<file path="config.mk">
export PLATFORM = sky130hd
export DESIGN_NAME = dealign
export DESIGN_NICKNAME = d
export VERILOG_FILES = /design/src/rtl/dealign.sv
export SDC_FILE = /design/constraint.sdc
export NUM_CORES = 1
export LEC_CHECK = 0
export CAP_MARGIN = 5
export CORE_MARGIN = 2
export CORE_UTILIZATION = 54
export CTS_CLUSTER_SIZE = 25
export DETAILED_ROUTE_END_ITERATION = 8
export MAX_ROUTING_LAYER = met4
export PLACE_DENSITY = 0.78
export SKIP_CTS_REPAIR_TIMING = 1
export SLEW_MARGIN = 25
export SYNTH_ARGS = -nofsm -noshare
export SYNTH_HDL_FRONTEND = slang
export SYNTH_SLANG_ARGS = --single-unit
</file>
<file path="constraint.sdc">
create_clock -name clk -period 6.38 [get_ports clk]
set_clock_uncertainty 0.1 [all_clocks]
set_input_delay 0.638 -clock clk [delete_from_list [all_inputs] [get_ports clk]]
set_output_delay 0.638 -clock clk [all_outputs]
set_load 0.01 [all_outputs]
</file>
<file path="src/rtl/dealign.sv">
// Dealign: 2-entry FIFO between an IN and an OUT stream that tags each word with iteration/run-end flags.
// Optional error detection for words offered outside RUN is built when DEALIGN_ERROR_CHECK_EN is defined.
module dealign #(
  parameter int NUM_INPUTS              = 8,
  parameter int DATA_WIDTH              = 8,
  parameter int LOG_MAX_ITERS           = 16,
  parameter int LOG_MAX_WRITES_PER_ITER = 16
) (
  input  logic                               clk,
  input  logic                               rst,
  input  logic                               configure,
  input  logic [LOG_MAX_ITERS-1:0]           num_iters,
  input  logic [LOG_MAX_WRITES_PER_ITER-1:0] num_writes_per_iter,
  input  logic [NUM_INPUTS*DATA_WIDTH-1:0]   data_in,
  input  logic                               valid_in,
  output logic                               avail_out,
  output logic [NUM_INPUTS*DATA_WIDTH-1:0]   data_out,
  output logic                               valid_out,
  input  logic                               avail_in,
  output logic                               last_iter_out,
  output logic                               last_out,
  output logic                               done,
  output logic                               error
);
  localparam int W  = NUM_INPUTS*DATA_WIDTH;
  localparam int TW = LOG_MAX_ITERS + LOG_MAX_WRITES_PER_ITER;

  typedef enum logic [1:0] {S_IDLE, S_RUN, S_DONE} state_t;

  state_t                             r_state, w_next;
  logic [LOG_MAX_ITERS-1:0]           r_num_iters, r_iter_cnt;
  logic [LOG_MAX_WRITES_PER_ITER-1:0] r_num_wpi, r_word_cnt;
  logic [TW-1:0]                      r_total, r_accepted;
  logic [1:0][W-1:0]                  r_mem;
  logic [1:0]                         r_li_q, r_l_q;
  logic                               r_rd, r_wr;
  logic [1:0]                         r_count;

  logic w_push, w_pop, w_valid, w_li, w_l;

  assign w_valid = (r_count != 2'd0);
  assign w_push  = valid_in && avail_out;
  assign w_pop   = w_valid && avail_in;
  // Flags are decided at accept time so they travel with the word through the FIFO.
  assign w_li    = (r_word_cnt == r_num_wpi - 1'b1);
  assign w_l     = w_li && (r_iter_cnt == r_num_iters - 1'b1);

  always_ff @(posedge clk) begin
    if (rst) r_state <= S_IDLE;
    else     r_state <= w_next;
  end

  always_comb begin
    w_next = r_state;
    if (configure)
      w_next = (num_iters == '0 || num_writes_per_iter == '0) ? S_DONE : S_RUN;
    else if (r_state == S_RUN && w_pop && r_l_q[r_rd])
      w_next = S_DONE;
  end

  always_comb begin
    avail_out     = (r_state == S_RUN) && (r_accepted < r_total) && (r_count < 2'd2);
    valid_out     = w_valid;
    data_out      = r_mem[r_rd];
    last_iter_out = w_valid && r_li_q[r_rd];
    last_out      = w_valid && r_l_q[r_rd];
    done          = (r_state == S_DONE);
  end

  always_ff @(posedge clk) begin
    if (rst || configure) begin
      r_iter_cnt  <= '0;
      r_word_cnt  <= '0;
      r_accepted  <= '0;
      r_mem       <= '0;
      r_li_q      <= '0;
      r_l_q       <= '0;
      r_rd        <= 1'b0;
      r_wr        <= 1'b0;
      r_count     <= 2'd0;
      r_num_iters <= rst ? '0 : num_iters;
      r_num_wpi   <= rst ? '0 : num_writes_per_iter;
      r_total     <= rst ? '0 : TW'(num_iters) * TW'(num_writes_per_iter);
    end else begin
      if (w_push) begin
        r_mem[r_wr]  <= data_in;
        r_li_q[r_wr] <= w_li;
        r_l_q[r_wr]  <= w_l;
        r_wr         <= ~r_wr;
        r_accepted   <= r_accepted + 1'b1;
        if (w_li) begin
          r_word_cnt <= '0;
          r_iter_cnt <= r_iter_cnt + 1'b1;
        end else begin
          r_word_cnt <= r_word_cnt + 1'b1;
        end
      end
      if (w_pop) r_rd <= ~r_rd;
      case ({w_push, w_pop})
        2'b10:   r_count <= r_count + 2'd1;
        2'b01:   r_count <= r_count - 2'd1;
        default: r_count <= r_count;
      endcase
    end
  end

`ifdef DEALIGN_ERROR_CHECK_EN
  logic r_error;
  always_ff @(posedge clk) begin
    if (rst || configure)                   r_error <= 1'b0;
    else if (valid_in && r_state != S_RUN)  r_error <= 1'b1;
  end
  assign error = r_error;
`else
  assign error = 1'b0;
`endif
endmodule

</file>
==> flow_metrics.tcl <==
set metrics [dict create \
    status "completed" \
    clk_path_buf_depth 3 \
    grt_max_degree 129 \
    max-cap-violations 0 \
    antenna_found_initial 0 \
    cp-startpoint "num_iters[1]" \
    async_reset_ff_share_pct 0 \
    synth_flop_cell "dfxtp_1" \
    gr-total-overflow 0 \
    grt_pass1_wl_um 89300 \
    required_ps 6540 \
    die-area_um2 40900 \
    path_buf_inv 5 \
    start_util_pct 54.8 \
    rsz0062_at_grt "yes" \
    coreArea_um2 38700 \
    vias 18000 \
    slew_violations 0 \
    p_leak_nw 11.0 \
    port_buffers 169 \
    path_class "in -> reg" \
    dr.pass1.iters 7 \
    ys_seq_area_share_pct 28.1 \
    fin_hold_ws_ps 353 \
    slowest_stage "fa_1" \
    cts_root_buf "clkbuf_16" \
    cp_max_fo 10 \
    syn2layout_area_growth_pct 21.2 \
    top_usage_layer "met2" \
    place_congestion 0.979 \
    hold_viol 0 \
    tns_ps 0 \
    critical_path.endpoint "r_total[27]$_SDFFCE_PP0P_" \
    cp-start-kind "primary input" \
    dp_hpwl_um 41600 \
    first_iter_violations 1239 \
    grt_pass1_vias 18000 \
    dieHeight_um 202 \
    syn_area_per_cell_um2 8.69 \
    max_slew_margin_pct 24.0 \
    io_pins 171 \
    ys_warn_count 0 \
    postLayoutCellArea_um2 25700 \
    cts_tree "yes" \
    use_met3_pct 2.66 \
    ir_drop_mv 0.633 \
    crit_chain "clkdlybuf4s50_1 -> buf_6 -> and2_1 -> fa_1 -> fa_1 -> fa_1 -> fa_1 -> fa_1 -> inv_1 -> fa_1 -> inv_1 -> ha_4 -> nand4_1 -> nor3_2 -> a311oi_2 -> buf_4 -> a31oi_4 -> a221o_1 -> a21oi_2 -> xor2_1 -> nor2_1" \
    crit_arrival_ps 6420 \
    worstHoldPathType "reg -> reg" \
    grt_use_met2_pct 47.1 \
    crit_top_cell "fa_1" \
    netlist_area_um2 21200 \
    synthCells 2443 \
    fp-row-count 72 \
    grtUsageTotal_pct 27.3 \
    yosysUniqueCellTypes 63 \
    powerDensity_nw_per_um2 462 \
    cp_top_family "adder cells" \
    ys_ff_latch 266 \
    cp_num_cells 21 \
    routed_wl_um 55800 \
    worstReg2RegStart "r_accepted[11]$_SDFFE_PP0P_" \
    via_per_inst 5.58 \
    h-tree-depth 1 \
    antenna_cells 0 \
    synth_edf_count 64 \
    reg2reg_depth 9 \
    path_clk_slew_ps 60 \
    ant_nets 0 \
    fin_ws_ps 121 \
    synthesis.nets 2879 \
    regToRegSetupSlack_ps 2220 \
    clkLatencyLatePin_ps 540 \
    worst_pin_slew_ps 1130 \
    die_x_um 202 \
    max_freq_mhz 160 \
    postPlaceCellArea_um2 24400 \
    routedWlPerCell_um 17.3 \
    grt.met1_usage_pct 33.9 \
    r2r-end "r_accepted[31]$_SDFFE_PP0P_" \
    cts_buffers 27 \
    max_stage_delay_ps 580 \
    numClockSinks 266 \
    setup_viol 0 \
    cp-end-kind "register" \
    period_share_pct 98.1 \
    final_layout_size_suffix_gt1_share_pct 12.1 \
    dp_slack_ps -758 \
    nets 3125 \
    drc 0 \
    min_period_ps 6260 \
]
worst min-delay path by stage:
stage	from	endpoint	cells after the start
after detailed placement	r_mem[44]$_SDFFE_PP0P_	r_mem[44]$_SDFFE_PP0P_	2
after global routing	r_mem[89]$_SDFFE_PP0P_	r_mem[89]$_SDFFE_PP0P_	2
after CTS	r_mem[44]$_SDFFE_PP0P_	r_mem[44]$_SDFFE_PP0P_	2
after global placement	r_mem[119]$_SDFFE_PP0P_	r_mem[119]$_SDFFE_PP0P_	2
after floorplan	r_li_q[0]$_SDFFE_PP0P_	r_li_q[0]$_SDFFE_PP0P_	2
final	r_mem[44]$_SDFFE_PP0P_	r_mem[44]$_SDFFE_PP0P_	2
state kept, by name, indices dropped and copies added, names as in the netlist:
register,count
r_num_iters,16
r_state,2
r_iter_cnt,16
r_mem,128
r_num_wpi,16
r_li_q,2
r_count,2
r_total,32
r_l_q,2
r_wr,1
r_word_cnt,16
r_accepted,32
r_rd,1
worst reg2reg max path, delay by kind of cell, from the launching register on:
kind	cells	cell delay [ps]
simple gates	2	1350
fa+ha+maj	1	290
flops	1	400
compound gates	6	1950
through the flow:
| step | instances | power [W] | utilization (%) |
|---|---|---|---|
| 2_1_floorplan | 2443 | 0.00673 | - |
| 3_3_place_gp | 3154 | 0.00942 | 63.0 |
| 3_5_place_dp | 3154 | 0.00962 | 63.0 |
| 4_1_cts | 3202 | 0.0112 | 65.3 |
| 5_1_grt | 3226 | 0.0129 | 66.4 |
| 6_report | 3226 | 0.0119 | 66.4 |
layout by cell type (no fill, tap or decap), types with 8 or more instances in the layout:
cell type and n:
a21o_1 16, a21oi_1 191, a31oi_1 9, and2_1 120, and3_1 14, and4_1 8, buf_12 12, buf_4 152
buf_6 9, clkbuf_16 29, clkdlybuf4s50_1 144, dfxtp_1 201, dlymetal6s2s_1 24, edfxtp_1 64, fa_1 190, ha_1 135
inv_1 277, mux2_2 66, nand2_1 456, nand2b_1 13, nand3_1 34, nand4_1 23, nor2_1 86, nor2b_1 45
nor3_1 27, nor4_1 33, o21ai_0 35, o31ai_1 22, or3_1 20, or4_1 26, xnor2_1 58, xor2_1 37
Yosys cell counts (23+ instances only):
master,number,area [um2]
a21oi_1,194,971
and2_1,121,757
clkbuf_1,114,428
dfxtp_1,202,4040
edfxtp_1,64,1920
fa_1,194,3880
ha_1,141,1760
inv_1,281,1050
mux2_2,67,754
nand2_1,456,1710
nand3_1,36,180
nand4_1,23,144
nor2_1,86,323
nor2b_1,45,282
nor3_1,30,150
nor4_1,34,213
o21ai_0,38,190
or4_1,26,195
xnor2_1,58,508
xor2_1,37,324
cell type report:
type	count	area (um2)
sequential	266	5970
clock inverter	9	103
timing repair buffer	345	3250
tap	518	648
fill	3066	13000
clock buffer	39	793
inverter	281	1060
multi-input combinational	1768	13900
layer usage:
layer,wire length [um],vias to the layer above
met1,23300,8799
met3,3230,120
li1,-,8503
met4,1740,0
met2,27500,568
met5,0,-
cell families (layout without fill, tap and decap cells):
kind of cell	count (synthesis)	count (layout)	share of synthesized area [%]
and+or+nand+nor	929	929	21.0
buffers and inverters	409	674	7.30
AOI/OAI and AO/OA	339	339	9.43
adders and majority gates	335	335	26.6
DFF	266	266	28.1
xor gates and xnor gates	95	95	3.92
muxes	69	69	3.65
other	1	1	0.0177
where the power goes:
part	internal, W	leakage, nW	total (W)	switching, W
sequential	0.00198	2.31	0.00203	0.0000534
clock	0.000944	0.444	0.00160	0.000653
combinational	0.00407	8.21	0.00825	0.00418
total	0.00699	11.0	0.0119	0.00489
Power figures use the tool's default switching activity.
